--- config.mk ---
export PLATFORM = sky130hd
export DESIGN_NAME = rect_draw_engine
export DESIGN_NICKNAME = d
export VERILOG_FILES = /design/src/rtl/rect_draw_engine.sv
export SDC_FILE = /design/constraint.sdc
export NUM_CORES = 1
export LEC_CHECK = 0
export ABC_CLOCK_PERIOD_IN_PS = 3000
export CORE_MARGIN = 4
export CORE_UTILIZATION = 50
export CTS_CLUSTER_DIAMETER = 150
export DETAILED_ROUTE_END_ITERATION = 10
export GPL_TIMING_DRIVEN = 0
export PLACE_DENSITY = 0.74
export SYNTH_ARGS = -nofsm -noshare
export SYNTH_HDL_FRONTEND = slang
export SYNTH_SLANG_ARGS = --single-unit
--- constraint.sdc ---
create_clock -name clk -period 3 [get_ports clk]
set_input_delay 0.75 -clock clk [delete_from_list [all_inputs] [get_ports clk]]
set_output_delay 0.75 -clock clk [all_outputs]
set_load 0.02 [all_outputs]
--- src/rtl/rect_draw_engine.sv ---
// Rectangle rasteriser: walks a clamped rectangle in raster order and
// emits one framebuffer write per pixel slot, paced by a clock enable.
module rect_draw_engine #(
  parameter int X_W        = 10,
  parameter int Y_W        = 9,
  parameter int SCREEN_W   = 640,
  parameter int SCREEN_H   = 480,
  parameter int PIX_PERIOD = 1
) (
  input  logic           clk,
  input  logic           reset_n,
  input  logic           start,
  input  logic           abort,
  input  logic [1:0]     mode,
  input  logic           color,
  input  logic [X_W-1:0] x0,
  input  logic [X_W-1:0] x1,
  input  logic [Y_W-1:0] y0,
  input  logic [Y_W-1:0] y1,
  output logic           busy,
  output logic           done,
  output logic [X_W-1:0] x,
  output logic [Y_W-1:0] y,
  output logic           pixel_color,
  output logic           pixel_write
);

  localparam int PW = (PIX_PERIOD > 1) ? $clog2(PIX_PERIOD) : 1;
  localparam logic [X_W-1:0] XMAX = X_W'(SCREEN_W - 1);
  localparam logic [Y_W-1:0] YMAX = Y_W'(SCREEN_H - 1);
  localparam logic [PW-1:0] PACE_LAST = PW'(PIX_PERIOD - 1);

  typedef enum logic [1:0] {
    IDLE,
    SCAN,
    DONE
  } state_t;

  state_t         r_state, w_state;
  logic [X_W-1:0] r_lo_x, w_lo_x;
  logic [X_W-1:0] r_hi_x, w_hi_x;
  logic [Y_W-1:0] r_lo_y, w_lo_y;
  logic [Y_W-1:0] r_hi_y, w_hi_y;
  logic [X_W-1:0] r_x, w_x;
  logic [Y_W-1:0] r_y, w_y;
  logic           r_color, w_color;
  logic           r_outline, w_outline;
  logic [PW-1:0]  r_pace, w_pace;
  logic           r_busy, w_busy;
  logic           r_done, w_done;
  logic           r_write, w_write;

  logic [X_W-1:0] w_xmin, w_xmax, w_sx_lo, w_sx_hi;
  logic [Y_W-1:0] w_ymin, w_ymax, w_sy_lo, w_sy_hi;
  logic [X_W-1:0] w_nx;
  logic [Y_W-1:0] w_ny;
  logic           w_last;
  logic           w_interior;

  // Sorted, clamped corners; clamping commutes with min/max.
  always_comb begin
    w_xmin  = (x0 < x1) ? x0 : x1;
    w_xmax  = (x0 < x1) ? x1 : x0;
    w_ymin  = (y0 < y1) ? y0 : y1;
    w_ymax  = (y0 < y1) ? y1 : y0;
    w_sx_lo = (w_xmin > XMAX) ? XMAX : w_xmin;
    w_sx_hi = (w_xmax > XMAX) ? XMAX : w_xmax;
    w_sy_lo = (w_ymin > YMAX) ? YMAX : w_ymin;
    w_sy_hi = (w_ymax > YMAX) ? YMAX : w_ymax;
    if (mode == 2'b10) begin
      w_sx_lo = '0;
      w_sx_hi = XMAX;
      w_sy_lo = '0;
      w_sy_hi = YMAX;
    end
  end

  always_comb begin
    w_last     = (r_x == r_hi_x) && (r_y == r_hi_y);
    w_interior = r_outline && (r_y != r_lo_y) && (r_y != r_hi_y);
    w_nx       = r_x + 1'b1;
    w_ny       = r_y;
    if (r_x == r_hi_x) begin
      w_nx = r_lo_x;
      w_ny = r_y + 1'b1;
    end else if (w_interior && (r_x == r_lo_x)) begin
      w_nx = r_hi_x;
    end
  end

  always_comb begin
    w_state   = r_state;
    w_lo_x    = r_lo_x;
    w_hi_x    = r_hi_x;
    w_lo_y    = r_lo_y;
    w_hi_y    = r_hi_y;
    w_x       = r_x;
    w_y       = r_y;
    w_color   = r_color;
    w_outline = r_outline;
    w_pace    = r_pace;
    w_busy    = 1'b0;
    w_done    = 1'b0;
    w_write   = 1'b0;
    case (r_state)
      IDLE, DONE: begin
        w_state = IDLE;
        if (start) begin
          w_state   = SCAN;
          w_lo_x    = w_sx_lo;
          w_hi_x    = w_sx_hi;
          w_lo_y    = w_sy_lo;
          w_hi_y    = w_sy_hi;
          w_x       = w_sx_lo;
          w_y       = w_sy_lo;
          w_color   = color;
          w_outline = (mode == 2'b01);
          w_pace    = '0;
          w_busy    = 1'b1;
          w_write   = 1'b1;
        end
      end
      SCAN: begin
        if (abort) begin
          w_state = IDLE;
        end else if (w_last) begin
          w_state = DONE;
          w_done  = 1'b1;
        end else if (r_pace == PACE_LAST) begin
          w_x     = w_nx;
          w_y     = w_ny;
          w_pace  = '0;
          w_busy  = 1'b1;
          w_write = 1'b1;
        end else begin
          w_pace = r_pace + 1'b1;
          w_busy = 1'b1;
        end
      end
      default: w_state = IDLE;
    endcase
  end

  always_ff @(posedge clk or negedge reset_n) begin
    if (!reset_n) begin
      r_state   <= IDLE;
      r_lo_x    <= '0;
      r_hi_x    <= '0;
      r_lo_y    <= '0;
      r_hi_y    <= '0;
      r_x       <= '0;
      r_y       <= '0;
      r_color   <= 1'b0;
      r_outline <= 1'b0;
      r_pace    <= '0;
      r_busy    <= 1'b0;
      r_done    <= 1'b0;
      r_write   <= 1'b0;
    end else begin
      r_state   <= w_state;
      r_lo_x    <= w_lo_x;
      r_hi_x    <= w_hi_x;
      r_lo_y    <= w_lo_y;
      r_hi_y    <= w_hi_y;
      r_x       <= w_x;
      r_y       <= w_y;
      r_color   <= w_color;
      r_outline <= w_outline;
      r_pace    <= w_pace;
      r_busy    <= w_busy;
      r_done    <= w_done;
      r_write   <= w_write;
    end
  end

  assign busy        = r_busy;
  assign done        = r_done;
  assign x           = r_x;
  assign y           = r_y;
  assign pixel_color = r_color;
  assign pixel_write = r_write;

endmodule
After elaboration in Yosys (flattened, before gate mapping)
Index checks and enable logic that the tools add are counted.

Bits of input ports: 45. Logic and storage cells: 93. Register bits after elaboration: 65.

Add/sub/neg operators: 3. $lt $le $gt $ge: 6. Multiplexer cells: 45. Reduce and logical (&&, ||, !) cells: 11. Equal/unequal tests: 15.

Operators by type and width (count): $mux W10 (12); $mux W9 (11); $eq A10 B10 Y1 (2); $gt A10 B10 Y1 const B (2); $pmux W10 S2 (1); $gt A9 B9 Y1 const B (2); $ne A9 B9 Y1 (2); $pmux W9 S2 (1); $mux W1 (14); $add A10 B1 Y10 const B (1); $lt A10 B10 Y1 (1); $ne A2 B2 Y1 const B (5); $add A9 B1 Y9 const B (1); $eq A9 B9 Y1 (1); $lt A9 B9 Y1 (1); $pmux W1 S2 (3); $reduce_and A6 Y1 (1); $reduce_and A5 Y1 (1); $eq A2 B1 Y1 const B (2); $eq A2 B2 Y1 const B (2); $logic_and A1 B1 Y1 (4); $mux W2 (2); $pmux W2 S2 (1); $reduce_and A4 Y1 (1); 6 further kinds (6).

Depth between registers and ports, before layout
Word-level depth: 10. Depth in mapped cells: 9.

Worst setup path before layout
Ideal clock, no wire load.

Path kind: input-to-reg. From: input port x1[3]. To: register r_x[4] (netlist: x[4]). Stages on the path: 9. Data arrival time: 2.602 ns. Slack: 0.276 ns. Buffers on the path: 1. Cells stage by stage: inv_1 -> ha_1 -> a2111oi_4 -> o21ai_2 -> a211o_1 -> buf_2 -> or3_1 -> o311a_1 -> a32o_1.

Longest elaborated chain between the ends: 7.

RTL lines: start: declaration (RTL line 17) `input logic [X_W-1:0] x1,`; $lt A10 B10 Y1 (RTL line 62) `w_xmin = (x0 < x1) ? x0 : x1;`; $mux W10 * (RTL line 62); $gt A10 B10 Y1 (RTL line 66) `w_sx_lo = (w_xmin > XMAX) ? XMAX : w_xmin;`; $mux W10 * (RTL line 66); $mux W10 * (RTL line 70) `if (mode == 2'b10) begin`; $mux W10 * (RTL line 108) `if (start) begin`; $pmux W10 S2 * (RTL line 105) `case (r_state)`; end signal: assignment (RTL line 165) `r_x <= w_x;`; end: declaration (RTL line 44) `logic [X_W-1:0] r_x, w_x;`.

Mark *: on every way between the ends. The rest lies on a longest branch, timed or not. The select of a mux whose other input is x is not followed. A chain may end at the register's enable or synchronous reset.

Final worst setup path
From: input port x0[3]. To: register r_x[0] (netlist: x[0]).

Longest elaborated chain between the ends: 7.

RTL lines: start: declaration (RTL line 16) `input logic [X_W-1:0] x0,`; $lt A10 B10 Y1 (RTL line 62); $mux W10 * (RTL line 62); $gt A10 B10 Y1 (RTL line 66); $mux W10 * (RTL line 66); $mux W10 * (RTL line 70); $mux W10 * (RTL line 108); $pmux W10 S2 * (RTL line 105).

Marks and branches as above.

==> results.cfg <==
[status]
outcome = finished with violations
violations = negative setup slack

[layout]
drive_above_1_share = 0.115
syn_to_final_growth_pct = 24.6
finalNetCount = 688
antenna_cells = 0

[logic_synthesis]
yosysTopAreaCell = dfrtp_1
yosys_warnings = 0
synth_area_mm2 = 0.00465
synthXorXnorAreaFrac = 0.0899
synth_top_area_share = 0.339
syn_nets = 604
synth.mux.area_fraction = 0.0291
synth_edf_count = 0
synth_most_common_cell = dfrtp_1
yosys.cell_types.count = 59
synthArstFlopShare = 1.00
seq_area_frac_synth = 0.339
synth-adder-area-share = 0.0512
syn_inst = 540
synth_top_family_by_area = compound AO/OA/AOI/OAI gates
synthTopCellsByCount = dfrtp_1 (63), nand2_1 (56), nor2_1 (41), o21ai_0 (37), nor3_1 (25)
yosys-top-cells-area = dfrtp_1 (34%), ha_1 (5.1%), nand2_1 (4.5%)
synth-seq-cells = 63
ys.flop_type = dfrtp_1
avgSynthCellArea_um2 = 8.61
synth-simple-area-share = 0.202
synth-compound-area-share = 0.226

[cts]
htreeDepth = 3
cts_hold_repair.buffers = 0
clock_path_buffers = 2
cts.sinks = 63
root_buffer = clkbuf_8
numCtsBuffers = 9
clkLatencyLatePin_ns = 0.34
clk_pin_slew_ns = 0.07
cts_tree = yes

[global_routing]
grt_max_degree = 39
overflow = 0
grt_util_all_layers = 0.260
grt_pass1_wl_mm = 22.9
antenna_found_initial = 0
grt_pass1_vias = 4369

[critical_path]
setup.worst_path.end_class = flip-flop
crit_fanout = 7
required_ns = 3.23
worstPathArrival_ns = 3.25
cp_slowest_cell = clkdlybuf4s50_1
critical_path_class = in -> reg
crit_buf_inv = 1
slowest_delay_ns = 0.56
crit_chain = clkdlybuf4s50_1, ha_4, a2111oi_4, o21ai_2, a22oi_2, o22ai_1, or3_1, a31oi_1
critPathTopFamily = compound AO/OA/AOI/OAI gates
start_kind = input pin

[floorplanning]
rows = 34
die_h_um = 104
dieArea_mm2 = 0.0109
ios = 68
start_util = 0.523
core_mm2 = 0.00889
fp.dieW_um = 104

[timing]
hold_violations = 0
setup_viol = 1
max_freq_mhz = 331
finalCritPeriodShare = 1.01
max_slew_margin = 0.115
skew_ns = 0.00693
rsz0062_at_grt = true
finalCriticalPeriod_ns = 3.02
tns_ns = -0.0187
worst_pin_slew_ns = 1.32
finalMaxSlewViolations = 0
fin_ws_ns = -0.0187

[route]
viasPerCell = 6.21
drtIter0Drc = 277
vias = 4574
wire_per_inst_um = 19.3
remaining_drc_errors = 0
first_pass_iters = 5
drt_wl_total_mm = 14.2
ant_nets = 0

[placement]
gp_congestion = 0.966
pre_cts_ws_ns = -0.600
hpwlAfterDp_mm = 11.0
port_buffers = 67

[job]
cap_violations = 0

[power_and_ir_drop]
power_density_mw_per_mm2 = 688
peakVddDrop_mv = 0.281
power_leakage_nw = 2.42

[hold_path]
hold_path.class = in -> async
layout by cell type (no fill, tap or decap), drive strengths merged, types with 7 or more instances in the layout:
cell type      netlist  final
clkdlybuf4s50        0     65
or3                  8      8
clkbuf              18     28
ha                  19     19
a211oi               7      7
nor2                42     42
o22ai                7      7
nor2b                7      7
o21ai               40     40
nand2b               7      7
nand4               11     11
nand3                9      9
nor4                12     12
nand2               56     56
mux2i                9      9
a31oi               15     15
xor2                21     21
o211ai               7      7
xnor2               25     25
buf                 20     28
dfrtp               63     63
a21oi               20     20
and3                 8      8
inv                 22     22
nor3                25     25
worst register-to-register path, cell delays in order (launching register included):
cell,delay [ns]
dfrtp_1,0.35
clkbuf_1,0.31
xnor2_1,0.17
nand3_1,0.11
nor3_1,0.61
nand3_1,0.31
a211o_1,0.37
a31oi_1,0.26
where the power goes:
group / switching [W] / total [W] / internal, W / leakage (nW)
combinational: 0.00104 / 0.00192 / 0.000883 / 1.58
clock: 0.000330 / 0.000707 / 0.000377 / 0.0892
sequential: 0.000274 / 0.00135 / 0.00108 / 0.745
total: 0.00164 / 0.00398 / 0.00234 / 2.42
registers in the layout, indices dropped and copies added (netlist names):
register	flops
pixel_color	1
busy	1
r_hi_x	10
y	9
r_lo_x	10
r_state	2
r_hi_y	9
r_outline	1
done	1
r_lo_y	9
x	10
per-layer routing:
layer	track usage	part of all wire	vias up
met1	0.386	0.46	2202
met4	0.0522	0.0090	0
met3	0.0521	0.076	16
met2	0.394	0.45	204
li1	-	-	2152
met5	0	0	-
cell type report:
cell class	instances	area, um^2
clock inverter	4	47.5
timing repair buffer	74	733
clock buffer	11	131
sequential	63	1580
multi-input combinational	417	2880
inverter	22	82.6
tap	108	135
buffer	37	201
fill	775	3100
stage by stage:
step / power, W / hold WS, ns / area (um^2) / util / cells
finish: 0.00398 / 0.413 / 5790 / 0.651 / 736
global route: 0.00423 / 0.451 / 5790 / 0.651 / 736
CTS: 0.00392 / 0.423 / 5680 / 0.638 / 730
detailed placement: 0.00321 / 0.474 / 5470 / 0.615 / 716
global placement: 0.00317 / 0.465 / 5450 / 0.613 / 715
floorplan: 0.00254 / 0.449 / 4650 / - / 540
kinds of logic (layout without fill, tap and decap cells):
family,Yosys count,after routing
xor gates and xnor gates,46,46
adders and majority gates,19,19
buffers and inverters,60,148
AOI/OAI and AO/OA,147,147
DFF,63,63
and+or+nand+nor,192,192
muxes,13,13
path summary, 6_finish.rpt:
path                        startpoint          end  slack (ns)  cells after the start
hold reg to reg            pixel_color  pixel_color        0.48                      2
setup / recovery                 x0[3]         x[0]       -0.02                      8
hold / removal                 reset_n    r_hi_x[4]        0.41                      1
min in group clk           pixel_color  pixel_color        0.48                      2
max in group asynchronous      reset_n    r_hi_y[8]        1.97                      2
setup reg to reg                  x[8]         x[0]        0.40                      7
timing repair:
item / 4_1_cts / 5_1_grt
setup endpoints to repair: 12 / 36
pin swaps: 2 / 7
buffers inserted: 0 / 6
gates resized for setup: 8 / 20
No activity file was read; power rests on OpenSTA's default activity.
